File: src/rtl/hazard_stall_ctrl_if.sv
// Pipeline hazard control bundle: hazard/memory inputs from the datapath,
// stall/flush/status outputs back to the pipeline registers.
interface hazard_stall_ctrl_if #(
  parameter int CNT_W = 32
);
  logic [4:0]       rs1_d;
  logic [4:0]       rs2_d;
  logic [4:0]       rd_e;
  logic             load_e;
  logic             pc_src_e;
  logic             dmem_req_m;
  logic             dmem_ready;
  logic             stall_f;
  logic             stall_d;
  logic             stall_e;
  logic             stall_m;
  logic             flush_d;
  logic             flush_e;
  logic             flush_w;
  logic             mem_busy;
  logic             mem_timeout;
  logic [CNT_W-1:0] stall_cycles;

  modport master (
    output rs1_d, rs2_d, rd_e, load_e, pc_src_e, dmem_req_m, dmem_ready,
    input  stall_f, stall_d, stall_e, stall_m, flush_d, flush_e, flush_w,
           mem_busy, mem_timeout, stall_cycles
  );

  modport slave (
    input  rs1_d, rs2_d, rd_e, load_e, pc_src_e, dmem_req_m, dmem_ready,
    output stall_f, stall_d, stall_e, stall_m, flush_d, flush_e, flush_w,
           mem_busy, mem_timeout, stall_cycles
  );
endinterface

File: src/rtl/hazard_stall_ctrl.sv
// Stall/flush generation for the 5-stage core: load-use, taken branch and
// data-memory wait states, with a sticky timeout and a stall-cycle counter.
module hazard_stall_ctrl #(
  parameter int TIMEOUT = 64,
  parameter int CNT_W   = 32
) (
  input logic               clk,
  input logic               rst,
  hazard_stall_ctrl_if.slave hz
);

  typedef enum logic {IDLE, MEM_WAIT} state_e;

  localparam logic [7:0] TIMEOUT_C = 8'(TIMEOUT);

  state_e           state_q, state_d;
  logic [7:0]       wait_cnt_q, wait_cnt_d;
  logic             tmo_q, tmo_d;
  logic [CNT_W-1:0] sc_q, sc_d;

  logic mem_stall, lw_stall;
  logic stall_f, stall_d, stall_e, stall_m;
  logic flush_d, flush_e, flush_w;

  always_comb begin
    mem_stall = ((state_q == IDLE) && hz.dmem_req_m && !hz.dmem_ready) ||
                ((state_q == MEM_WAIT) && !hz.dmem_ready);
    lw_stall  = hz.load_e && (hz.rd_e != 5'd0) &&
                ((hz.rd_e == hz.rs1_d) || (hz.rd_e == hz.rs2_d));
  end

  // Memory stall freezes EX, so any branch/load-use there is simply retried
  // once memory releases the pipe.
  always_comb begin
    stall_f = 1'b0;
    stall_d = 1'b0;
    stall_e = 1'b0;
    stall_m = 1'b0;
    flush_d = 1'b0;
    flush_e = 1'b0;
    flush_w = 1'b0;
    if (!rst) begin
      if (mem_stall) begin
        stall_f = 1'b1;
        stall_d = 1'b1;
        stall_e = 1'b1;
        stall_m = 1'b1;
        flush_w = 1'b1;
      end else if (lw_stall) begin
        stall_f = 1'b1;
        stall_d = 1'b1;
        flush_e = 1'b1;
        flush_d = hz.pc_src_e;
      end else begin
        flush_d = hz.pc_src_e;
        flush_e = hz.pc_src_e;
      end
    end
  end

  always_comb begin
    state_d    = state_q;
    wait_cnt_d = wait_cnt_q;
    sc_d       = sc_q;
    case (state_q)
      IDLE: begin
        if (hz.dmem_req_m && !hz.dmem_ready) begin
          state_d    = MEM_WAIT;
          wait_cnt_d = 8'd0;
        end
      end
      MEM_WAIT: begin
        if (hz.dmem_ready) begin
          state_d = IDLE;
        end else if (wait_cnt_q != TIMEOUT_C) begin
          wait_cnt_d = wait_cnt_q + 8'd1;
        end
      end
      default: state_d = IDLE;
    endcase
    // wait_cnt only reaches TIMEOUT by counting refused MEM_WAIT cycles
    tmo_d = tmo_q || (wait_cnt_d == TIMEOUT_C);
    if (stall_f && (sc_q != '1)) sc_d = sc_q + CNT_W'(1);
  end

  always_ff @(posedge clk) begin
    if (rst) begin
      state_q    <= IDLE;
      wait_cnt_q <= 8'd0;
      tmo_q      <= 1'b0;
      sc_q       <= '0;
    end else begin
      state_q    <= state_d;
      wait_cnt_q <= wait_cnt_d;
      tmo_q      <= tmo_d;
      sc_q       <= sc_d;
    end
  end

  assign hz.stall_f      = stall_f;
  assign hz.stall_d      = stall_d;
  assign hz.stall_e      = stall_e;
  assign hz.stall_m      = stall_m;
  assign hz.flush_d      = flush_d;
  assign hz.flush_e      = flush_e;
  assign hz.flush_w      = flush_w;
  assign hz.mem_busy     = (state_q == MEM_WAIT);
  assign hz.mem_timeout  = tmo_q;
  assign hz.stall_cycles = sc_q;

endmodule
File: src/flat_wrapper.sv
// flat-port wrapper written by rule: the top's interface ports become plain ports
module hazard_stall_ctrl_flat 
#(
  parameter int TIMEOUT = 64,
  parameter int CNT_W   = 32
)
  (clk, rst, hz_rs1_d, hz_rs2_d, hz_rd_e, hz_load_e, hz_pc_src_e, hz_dmem_req_m, hz_dmem_ready, hz_stall_f, hz_stall_d, hz_stall_e, hz_stall_m, hz_flush_d, hz_flush_e, hz_flush_w, hz_mem_busy, hz_mem_timeout, hz_stall_cycles);
  hazard_stall_ctrl_if #(.CNT_W(CNT_W)) hz_i ();
  input logic clk;
  input logic rst;
  input wire logic [$bits(hz_i.rs1_d)-1:0] hz_rs1_d;
  input wire logic [$bits(hz_i.rs2_d)-1:0] hz_rs2_d;
  input wire logic [$bits(hz_i.rd_e)-1:0] hz_rd_e;
  input wire logic [$bits(hz_i.load_e)-1:0] hz_load_e;
  input wire logic [$bits(hz_i.pc_src_e)-1:0] hz_pc_src_e;
  input wire logic [$bits(hz_i.dmem_req_m)-1:0] hz_dmem_req_m;
  input wire logic [$bits(hz_i.dmem_ready)-1:0] hz_dmem_ready;
  output wire logic [$bits(hz_i.stall_f)-1:0] hz_stall_f;
  output wire logic [$bits(hz_i.stall_d)-1:0] hz_stall_d;
  output wire logic [$bits(hz_i.stall_e)-1:0] hz_stall_e;
  output wire logic [$bits(hz_i.stall_m)-1:0] hz_stall_m;
  output wire logic [$bits(hz_i.flush_d)-1:0] hz_flush_d;
  output wire logic [$bits(hz_i.flush_e)-1:0] hz_flush_e;
  output wire logic [$bits(hz_i.flush_w)-1:0] hz_flush_w;
  output wire logic [$bits(hz_i.mem_busy)-1:0] hz_mem_busy;
  output wire logic [$bits(hz_i.mem_timeout)-1:0] hz_mem_timeout;
  output wire logic [$bits(hz_i.stall_cycles)-1:0] hz_stall_cycles;
  assign hz_i.rs1_d = hz_rs1_d;
  assign hz_i.rs2_d = hz_rs2_d;
  assign hz_i.rd_e = hz_rd_e;
  assign hz_i.load_e = hz_load_e;
  assign hz_i.pc_src_e = hz_pc_src_e;
  assign hz_i.dmem_req_m = hz_dmem_req_m;
  assign hz_i.dmem_ready = hz_dmem_ready;
  assign hz_stall_f = hz_i.stall_f;
  assign hz_stall_d = hz_i.stall_d;
  assign hz_stall_e = hz_i.stall_e;
  assign hz_stall_m = hz_i.stall_m;
  assign hz_flush_d = hz_i.flush_d;
  assign hz_flush_e = hz_i.flush_e;
  assign hz_flush_w = hz_i.flush_w;
  assign hz_mem_busy = hz_i.mem_busy;
  assign hz_mem_timeout = hz_i.mem_timeout;
  assign hz_stall_cycles = hz_i.stall_cycles;
  hazard_stall_ctrl #(.TIMEOUT(TIMEOUT), .CNT_W(CNT_W)) u_core (.clk(clk), .rst(rst), .hz(hz_i));
endmodule
File: config.mk
export PLATFORM = sky130hd
export DESIGN_NAME = hazard_stall_ctrl_flat
export DESIGN_NICKNAME = d
export VERILOG_FILES = /design/src/rtl/hazard_stall_ctrl_if.sv /design/src/rtl/hazard_stall_ctrl.sv /design/src/flat_wrapper.sv
export SDC_FILE = /design/constraint.sdc
export NUM_CORES = 1
export LEC_CHECK = 0
export BUFFER_PORTS_ARGS = -buffer_cell sky130_fd_sc_hd__buf_2
export CORE_MARGIN = 2
export CORE_UTILIZATION = 40
export CTS_CLUSTER_SIZE = 30
export DETAILED_ROUTE_END_ITERATION = 16
export MAX_ROUTING_LAYER = met4
export PLACE_DENSITY = 0.72
export REMOVE_ABC_BUFFERS = 1
export SKIP_LAST_GASP = 1
export SYNTH_ARGS = -nofsm -noshare
export SYNTH_HDL_FRONTEND = slang
export SYNTH_SLANG_ARGS = --single-unit
File: constraint.sdc
create_clock -name clk -period 2 [get_ports clk]
set_clock_uncertainty 0.15 [all_clocks]
set_input_delay 0.1 -clock clk [delete_from_list [all_inputs] [get_ports clk]]
set_output_delay 0.1 -clock clk [all_outputs]
set_load 0.01 [all_outputs]
### Yosys cells after proc, flatten, opt, wreduce, memory -nomap -nowiden

Cells that the tools add are included.

| storage, ports and cells | value |
|---|---|
| register bits | 42 |
| bits of input ports | 21 |
| output and inout bits | 41 |
| logic and storage cells | 41 |

| cells by class | value |
|---|---|
| add/sub/neg operators | 2 |
| eq/ne operators | 5 |
| mux-type cells | 17 |
| bitwise operators | 1 |
| reduce and logical (&&, ||, !) cells | 12 |

Operators by type and width:

| operator | count |
|---|---|
| $add 32x1->32 const B | 1 |
| $ne 32x32->1 const B | 1 |
| $mux 8 | 3 |
| $pmux 8 s2 | 1 |
| $mux 1 | 12 |
| $eq 5x5->1 | 2 |
| $add 8x1->8 const B | 1 |
| $eq 8x7->1 const B | 1 |
| $ne 8x7->1 const B | 1 |
| $logic_and 1x1->1 | 7 |
| $reduce_bool 5->1 | 1 |
| $logic_or 1x1->1 | 3 |
| $pmux 1 s2 | 1 |
| $logic_not 1->1 | 1 |
| $not 1->1 | 1 |

### Logic depth before layout (Yosys ltp)

Gate-level depths: netlist of run 1.

| logic depth | value |
|---|---|
| depth in word-level cells | 7 |
| mapped depth | 9 |

### Least setup slack after synthesis of run 1

No wires, ideal clock.

| path | value |
|---|---|
| path type | reg2reg |
| start point | register u_core.sc_q[10] (netlist: u_core.hz.stall_cycles[10]) |
| end point | register u_core.sc_q[1] (netlist: u_core.hz.stall_cycles[1]) |
| setup time | 0.128 ns |
| arrival time | 1.792 ns |
| data required time | 1.722 ns |
| path slack | -0.069 ns |
| cell stages (with the launch flop) | 9 |
| clock period less this slack | 2.069 ns |
| path through | dfxtp_1 nand4_4 nor4_4 nand3_2 nand3_2 buf_6 buf_6 mux2i_1 nor2_1 |

| on the way | value |
|---|---|
| cells in the longest elaborated chain, start to end | 2 |

RTL lines:

| item | RTL line | text |
|---|---|---|
| from (decl) | hazard_stall_ctrl.sv:19 | `logic [CNT_W-1:0] sc_q, sc_d;` |
| from (signal assigned) | hazard_stall_ctrl.sv:91 | `sc_q <= '0;` |
| from (signal assigned) | hazard_stall_ctrl.sv:96 | `sc_q <= sc_d;` |
| $ne 32x32->1 | hazard_stall_ctrl.sv:83 | `if (stall_f && (sc_q != '1)) sc_d = sc_q + CNT_W'(1);` |
| $logic_and 1x1->1 | hazard_stall_ctrl.sv:83 |  |

No other way between the ends.
A chain may end at the register's enable or synchronous reset.

### Worst setup path in the final report of run 1

| path | value |
|---|---|
| start point | register u_core.sc_q[9] (netlist: u_core.hz.stall_cycles[9]) |
| end point | register u_core.sc_q[26] (netlist: u_core.hz.stall_cycles[26]) |

| on the way | value |
|---|---|
| cells in the longest elaborated chain, start to end | 2 |
| elaborated cells between the ends (all ways) | 3 |

RTL lines:

| item |
|---|
| parallel branches: the longest is 2 deep, another holds $add 32x1->32 |

Several ways; the timed one is not identified.

==> results of run 1 <==
registers in the layout, indices dropped and copies added (netlist names):
register	flops
u_core.hz.mem_busy	1
u_core.hz.mem_timeout	1
u_core.hz.stall_cycles	32
u_core.wait_cnt_q	8
path summary, 6_finish.rpt:
kind / slack (ns) / cells past startpoint / from / to
setup / recovery: -0.02 / 8 / u_core.hz.stall_cycles[9]$_SDFFE_PP0P_ / u_core.hz.stall_cycles[26]$_SDFFE_PP0P_
setup reg to reg: -0.02 / 8 / u_core.hz.stall_cycles[9]$_SDFFE_PP0P_ / u_core.hz.stall_cycles[26]$_SDFFE_PP0P_
hold / removal: 0.02 / 4 / hz_dmem_ready / u_core.wait_cnt_q[1]$_SDFF_PP0_
hold reg to reg: 0.34 / 2 / u_core.hz.mem_timeout$_SDFF_PP0_ / u_core.hz.mem_timeout$_SDFF_PP0_
metal layers:
| layer | vias up | share of wire, % | GRT usage, % |
|---|---|---|---|
| li1 | 1418 | - | - |
| met1 | 1350 | 41 | 25.0 |
| met2 | 79 | 52 | 37.7 |
| met3 | 13 | 5.4 | 3.56 |
| met4 | 0 | 1.8 | 4.84 |
| met5 | - | 0 | - |
tightest hold or removal path: stages:
cell and delay [ns]:
sky130_fd_sc_hd__buf_2 0.10, sky130_fd_sc_hd__inv_2 0.06, sky130_fd_sc_hd__nand3_1 0.10, sky130_fd_sc_hd__a21oi_1 0.07
cells by family after synthesis:
kind of cell	after synthesis	synth area share [%]
AND/OR/NAND/NOR	128	29.6
XOR/XNOR	12	4.16
adder cells (fa/ha/maj)	3	1.49
AO/OA/AOI/OAI	87	23.0
multiplexers	6	2.52
buffers and inverters	30	5.99
flip-flops	42	33.3
power by group:
part	leakage, nW	total, mW	internal (mW)	switching [mW]
Clock	0.0482	0.581	0.279	0.302
Combinational	1.23	0.206	0.0899	0.117
Sequential	0.347	0.842	0.839	0.00283
layout make-up:
type                    count  share of cell area [%]
clock inverters             1                   0.133
flip-flops and latches     42                    22.9
multi-input cells         236                    46.5
repair buffers            139                    24.2
well taps                  75                    2.50
inverters                  15                    1.50
clock buffers               7                    2.30
stage by stage:
stage,TNS [ns],cells
CTS,-0.375,509
floorplan,-0.565,293
finish,-0.0514,515
global route,-1.30,515
detailed placement,-0.371,500
global placement,-0.00141,500
cell usage after synthesis (4+ instances only):
master	number	area (um2)
sky130_fd_sc_hd__nand3_1	15	75.1
sky130_fd_sc_hd__nand2_1	24	90.1
sky130_fd_sc_hd__dfxtp_1	42	841
sky130_fd_sc_hd__a21oi_1	30	150
sky130_fd_sc_hd__nor2b_1	4	25.0
sky130_fd_sc_hd__xnor2_1	11	96.3
sky130_fd_sc_hd__or3_1	16	100
sky130_fd_sc_hd__inv_1	14	52.6
sky130_fd_sc_hd__o41ai_1	5	43.8
sky130_fd_sc_hd__buf_4	4	30.0
sky130_fd_sc_hd__o21ai_1	5	25.0
sky130_fd_sc_hd__o21ai_0	12	60.1
sky130_fd_sc_hd__or4_1	10	75.1
sky130_fd_sc_hd__clkbuf_1	4	15.0
sky130_fd_sc_hd__o31ai_1	11	82.6
sky130_fd_sc_hd__nand4_1	9	56.3
sky130_fd_sc_hd__nor2_1	22	82.6
repair_timing:
| action | 4_1_cts | 5_1_grt |
|---|---|---|
| endpoints found under the setup margin | 14 | 25 |
| gates cloned | 0 | 1 |
| pin swaps | 4 | 12 |
| hold endpoints to repair | 0 | 0 |
| gates resized for setup | 5 | 56 |
| hold buffers | 0 | 0 |
| buffers inserted | 1 | 5 |
==> impl_summary.log, run 1 <==
[metrics] CTS tree: built
[metrics] sequential cell area fraction in the yosys report: 33.3%
[metrics] core occupancy in the finished layout: 62.4%
[metrics] arrival time at the worst endpoint: 2.11 ns
[metrics] Final Max Slew Viols: 0
[metrics] transition time at the pin with the least slew margin: 0.481 ns
[metrics] post-route design area: 3760 um2
[metrics] Site Rows: 28
[metrics] most used cells in the layout excluding fill and tap cells: 71 x sky130_fd_sc_hd__buf_4, 62 x sky130_fd_sc_hd__buf_2, 27 x sky130_fd_sc_hd__a21oi_1
[metrics] cell-by-cell trace of the critical path: nand4_1, buf_6, nor3_4, buf_6, o311a_4, nand3_1, or3_1, a21oi_2
[metrics] Final Worst Setup Slack: -0.0244 ns
[metrics] kind of cell with the highest combined delay on the critical path: simple AND/OR/NAND/NOR gates
[metrics] Maximum Capacitance Violations: 0
[metrics] combined area of all synthesized cells: 2530 um2
[metrics] Synth Flop Type: sky130_fd_sc_hd__dfxtp_1
[metrics] post-detail-place hpwl: 5.49 mm
[metrics] remaining routing DRC violations: 0
[metrics] synthesis-stage register bit count: 42
[metrics] Peak Freq: 0.494 GHz
[metrics] Leakage Power: 1.63 nW
[metrics] post-synthesis average cell area: 8.21 um2
[metrics] Final Routed Wirelength: 7.60 mm
[metrics] proportion of layout cells with a drive suffix above 1: 46.6%
[metrics] Initial Util: 41.9%
[metrics] n_diodes: 0
[metrics] Post-Place Cell Area: 3360 um2
[metrics] nets: 463
[metrics] most frequent cell on the critical path: sky130_fd_sc_hd__buf_6
[metrics] pre-CTS setup slack: -0.0700 ns
[metrics] clock tree buffer depth: 2
[metrics] clock-pin transition on the worst setup and hold timing paths: 0.08 ns
[metrics] RSZ-0062 raised after global routing: true
[metrics] Max stage delay cell, worst path: sky130_fd_sc_hd__dfxtp_2
[metrics] Crit path buffers/inverters: 2
[metrics] Max-Slew Margin vs Limit: 67.9%
[metrics] Core ar.: 6030 um2
[metrics] first-pass GRT wire length: 12.2 mm
[metrics] cell at the root of the clock tree: sky130_fd_sc_hd__clkbuf_8
[metrics] biggest fanout along the worst timing path: 3
[metrics] number of flops mapped to enable cells by yosys: 0
[metrics] number of sinks handled by clock tree synthesis: 42
[metrics] clock network latency to the later pin of the worst-skew pair: 0.31 ns
[metrics] required time of the worst setup path: 2.09 ns
[metrics] die area: 6970 um2
[metrics] area grow syn2layout: 48.8%
[metrics] IR Drop Worst-Case VDD: 0.000557 V
[metrics] total global-route track usage: 21.1%
[metrics] die outline width: 83.5 um
[metrics] average wire per cell in the routed design: 14.8 um
[metrics] min-delay worst type: in2reg
[metrics] Via Count: 2860
[metrics] Crit path largest cell delay: 0.34 ns
[metrics] hold slack: 0.0189 ns
[metrics] H-tree levels: 2
[metrics] flip-flop and latch area: 861 um2
[metrics] shortest period the worst path allows: 2.02 ns
[metrics] number of detailed-route iterations in the first pass: 5
[metrics] final setup violation count: 3
[metrics] number of DRC markers after the initial detailed-route iteration: 152
[metrics] I/O pin count: 62
[metrics] most common cell after layout, fill and taps aside: sky130_fd_sc_hd__buf_4
[metrics] Via-to-Cell Ratio: 5.55
[metrics] number of warnings printed during yosys synthesis: 0
[metrics] endpoint class of the critical path: register
[metrics] floorplan die height: 83.5 um
[metrics] global route overflow: 0
[metrics] count of distinct cell types in the synthesized netlist: 59
[metrics] Critical Path Start Type: register
[metrics] CTS buffer count: 5
[metrics] antenna violations before repair: 0
[metrics] number of routed nets with antenna violations: 0
[metrics] share of async-settable or async-resettable flops after synthesis: 0%
[metrics] via count of the first global-routing pass: 2743
[metrics] Power, Total: 1.63 mW
[metrics] power density of the placed cells: 433 nW/um2
[metrics] port buffer count: 61
[metrics] weighted congestion at the end of routability-driven global placement: 0.881
[metrics] violations in the final reports: setup timing
[metrics] share of the clock period used by the worst path: 101%
[metrics] final hold vios: 0
[metrics] largest net degree at the start of global routing: 39
[metrics] status: complete, but fails checks
[metrics] gate count after technology mapping: 308
[metrics] total of fill cells in the finished design: 511
[metrics] area taken by multi-input logic gates: 1750 um2
[metrics] Crit Path Category: reg2reg
Power figures use the tool's default switching activity.
==> run 2, diff against run 1 <==
- clock period: 2 -> 1.85 ns (I/O delays scaled with it)
==> run 2 against run 1 <==
Against the previous run:
- the run still ends with setup timing left
- register-to-register slack got worse by 0.20 ns
- critical path depth fell by 1
- clock-buffer cell count rose by 1
- clock power rose by 22%
- non-clock buffer count rose by 37
- sequential power rose by 8.1%
- final cell count rose by 7.2%
- combinational power rose by 32%
- critical path type unchanged
==> impl_summary.log, run 2 (same netlist as run 1, synthesis figures left out) <==
[metrics] cell-by-cell trace of the critical path: nand2_1, nor4_4, buf_4, o211ai_4, buf_6, or4_1, a21oi_1
[metrics] die outline width: 83.5 um
[metrics] met2 layer wire length in the routed design: 5.08 mm
[metrics] port buffer count: 61
[metrics] RSZ-0062 raised after global routing: true
[metrics] Final Worst Setup Slack: -0.225 ns
[metrics] total of hold buffers inserted after clock tree synthesis: 0
[metrics] weighted congestion at the end of routability-driven global placement: 0.867
[metrics] uppermost signal routing layer after detailed routing: met4
[metrics] number of sinks handled by clock tree synthesis: 42
[metrics] endpoint class of the critical path: register
[metrics] number of DRC markers after the initial detailed-route iteration: 142
[metrics] area grow syn2layout: 71.5%
[metrics] Critical R2R Launch: u_core.hz.stall_cycles[20]$_SDFFE_PP0P_
[metrics] average wire per cell in the routed design: 17.0 um
[metrics] I/O pin count: 62
[metrics] Clk network pwr share: 37.6%
[metrics] cell-internal power: 1.41 mW
[metrics] Non-Filler Instances: 552
[metrics] Leakage Power: 1.89 nW
[metrics] Maximum Capacitance Violations: 0
[metrics] total of fill cells in the finished design: 425
[metrics] antenna violations before repair: 0
[metrics] first-pass GRT wire length: 13.9 mm
[metrics] nets: 500
[metrics] logic depth of the worst path, buffers included: 7
[metrics] share of the clock period used by the worst path: 112%
[metrics] clock-pin transition on the worst setup and hold timing paths: 0.09 ns
[metrics] Core ar.: 6030 um2
[metrics] final setup violation count: 26
[metrics] global route overflow: 0
[metrics] floorplan die height: 83.5 um
[metrics] total global-route track usage: 24.7%
[metrics] Site Rows: 28
[metrics] slack of the worst reg-to-reg path: -0.22 ns
[metrics] flip-flop and latch area: 885 um2
[metrics] CTS buffer count: 5
[metrics] Critical Path Start Type: register
[metrics] Sw Pwr: 0.482 mW
[metrics] clock tree buffer depth: 2
[metrics] Final Routed Wirelength: 9.37 mm
[metrics] Peak Freq: 0.482 GHz
[metrics] proportion of total power due to net switching: 25.5%
[metrics] post-detail-place hpwl: 5.51 mm
[metrics] Via-to-Cell Ratio: 5.69
[metrics] clock network latency to the later pin of the worst-skew pair: 0.30 ns
[metrics] Max stage delay cell, worst path: sky130_fd_sc_hd__dfxtp_1
[metrics] H-tree levels: 2
[metrics] violations in the final reports: setup timing
[metrics] Critical Path Source: u_core.hz.stall_cycles[20]$_SDFFE_PP0P_
[metrics] largest net degree at the start of global routing: 29
[metrics] kind of cell with the highest combined delay on the critical path: simple AND/OR/NAND/NOR gates
[metrics] biggest fanout along the worst timing path: 5
[metrics] area taken by multi-input logic gates: 1920 um2
[metrics] worst setup path endpoint: u_core.hz.stall_cycles[27]$_SDFFE_PP0P_
[metrics] arrival time at the worst endpoint: 2.14 ns
[metrics] sequential group share of total power: 48.1%
[metrics] count of cells along the worst hold path: 5
[metrics] shortest period the worst path allows: 2.07 ns
[metrics] Crit path buffers/inverters: 2
[metrics] Placed Cells incl. Taps: 511
[metrics] power share of the combinational group: 14.3%
[metrics] Max-Slew Margin vs Limit: 63.4%
[metrics] proportion of layout cells with a drive suffix above 1: 58.9%
[metrics] IR Drop Worst-Case VDD: 0.000316 V
[metrics] number of detailed-route iterations in the first pass: 4
[metrics] most used cells in the layout excluding fill and tap cells: 92 x sky130_fd_sc_hd__buf_4, 61 x sky130_fd_sc_hd__buf_2, 29 x sky130_fd_sc_hd__a21oi_1, 29 x sky130_fd_sc_hd__dfxtp_2, 22 x sky130_fd_sc_hd__buf_6
[metrics] core occupancy in the finished layout: 71.9%
[metrics] Via Count: 3142
[metrics] detailed-routing wirelength on met1: 3.71 mm
[metrics] Worst Reg-to-Reg Cells: 7
[metrics] met3 WL: 406 um
[metrics] flip-flop count of the largest register, all copies and words added: 32
[metrics] end of the worst register-to-register path: u_core.hz.stall_cycles[27]$_SDFFE_PP0P_
[metrics] number of routed nets with antenna violations: 0
[metrics] cell at the root of the clock tree: sky130_fd_sc_hd__clkbuf_8
[metrics] transition time at the pin with the least slew margin: 0.548 ns
[metrics] pre-CTS setup slack: -0.293 ns
[metrics] remaining routing DRC violations: 0
[metrics] via count of the first global-routing pass: 3019
[metrics] die area: 6970 um2
[metrics] final hold vios: 0
[metrics] power density of the placed cells: 436 nW/um2
[metrics] n_diodes: 0
[metrics] most common cell after layout, fill and taps aside: sky130_fd_sc_hd__buf_4
[metrics] Initial Util: 41.9%
[metrics] Crit path largest cell delay: 0.41 ns
[metrics] CTS tree: built
[metrics] Final Max Slew Viols: 0
[metrics] required time of the worst setup path: 1.92 ns
[metrics] Crit Path Category: reg2reg
[metrics] min-delay worst type: in2reg
[metrics] status: complete, but fails checks
==> run 2: changes by cell type in the layout (fill, tap and decap cells not counted), moves of 4 or more <==
| cell | before | now |
|---|---|---|
| sky130_fd_sc_hd__buf_4 | 71 | 92 |
| sky130_fd_sc_hd__buf_6 | 6 | 22 |
| sky130_fd_sc_hd__dfxtp_1 | 26 | 11 |
| sky130_fd_sc_hd__dfxtp_2 | 16 | 29 |
| sky130_fd_sc_hd__nand3_1 | 12 | 8 |
==> run 2: what timing repair did <==
action	in CTS	in global routing
pin swaps	34	31
setup endpoints to repair	35	38
setup buffers	12	22
gates resized for setup	85	49
==> run 2: how the worst min path moves through the flow <==
stage,from,endpoint,slack [ns]
6_report,rst,u_core.hz.stall_cycles[29]$_SDFFE_PP0P_,0.14
5_1_grt,hz_dmem_ready,u_core.wait_cnt_q[5]$_SDFF_PP0_,0.15
4_1_cts,hz_dmem_ready,u_core.wait_cnt_q[2]$_SDFF_PP0_,0.11
3_5_place_dp,u_core.hz.mem_timeout$_SDFF_PP0_,u_core.hz.mem_timeout$_SDFF_PP0_,0.32
3_3_place_gp,u_core.hz.mem_timeout$_SDFF_PP0_,u_core.hz.mem_timeout$_SDFF_PP0_,0.31
2_1_floorplan,rst,u_core.hz.stall_cycles[10]$_SDFFE_PP0P_,0.01
==> run 2: metal layers <==
layer | vias to the layer above | GRT usage, %
li1 | 1491 | -
met1 | 1534 | 28.6
met2 | 100 | 43.6
met3 | 17 | 4.15
met4 | 0 | 7.92
met5 | - | -
==> run 2: cell type report <==
type                       instances  area share (%)
clock buffer                       8            2.54
inverter                          15            1.41
tap                               75            2.17
sequential                        42            20.4
timing repair buffer             176            29.2
multi-input combinational        236            44.3
==> run 2: power groups by stage <==
stage	clock [mW]	combinational, mW	sequential (mW)
after floorplan	0	0.0873	0.936
after global placement	0	0.199	0.931
after detailed placement	0	0.203	0.931
after CTS	0.712	0.233	0.911
after global routing	0.754	0.288	0.910
final	0.710	0.271	0.910
==> run 2: metrics by stage <==
| stage | power, mW | area [um2] | hold slack, ns | TNS [ns] |
|---|---|---|---|---|
| global placement | 1.13 | 3450 | 0.308 | -2.31 |
| CTS | 1.86 | 4000 | 0.110 | -1.25 |
| global route | 1.95 | 4330 | 0.151 | -4.17 |
| floorplan | 1.02 | 2430 | 0.0116 | -4.08 |
| finish | 1.89 | 4330 | 0.141 | -2.47 |
| detailed placement | 1.13 | 3450 | 0.315 | -4.39 |
==> run 2: worst register-to-register path: cells and delay by family (launching register included) <==
| family | cells | cell delay [ns] |
|---|---|---|
| AND/OR/NAND/NOR | 3 | 0.83 |
| flip-flops | 1 | 0.41 |
| buffers and inverters | 2 | 0.33 |
| AO/OA/AOI/OAI | 2 | 0.27 |
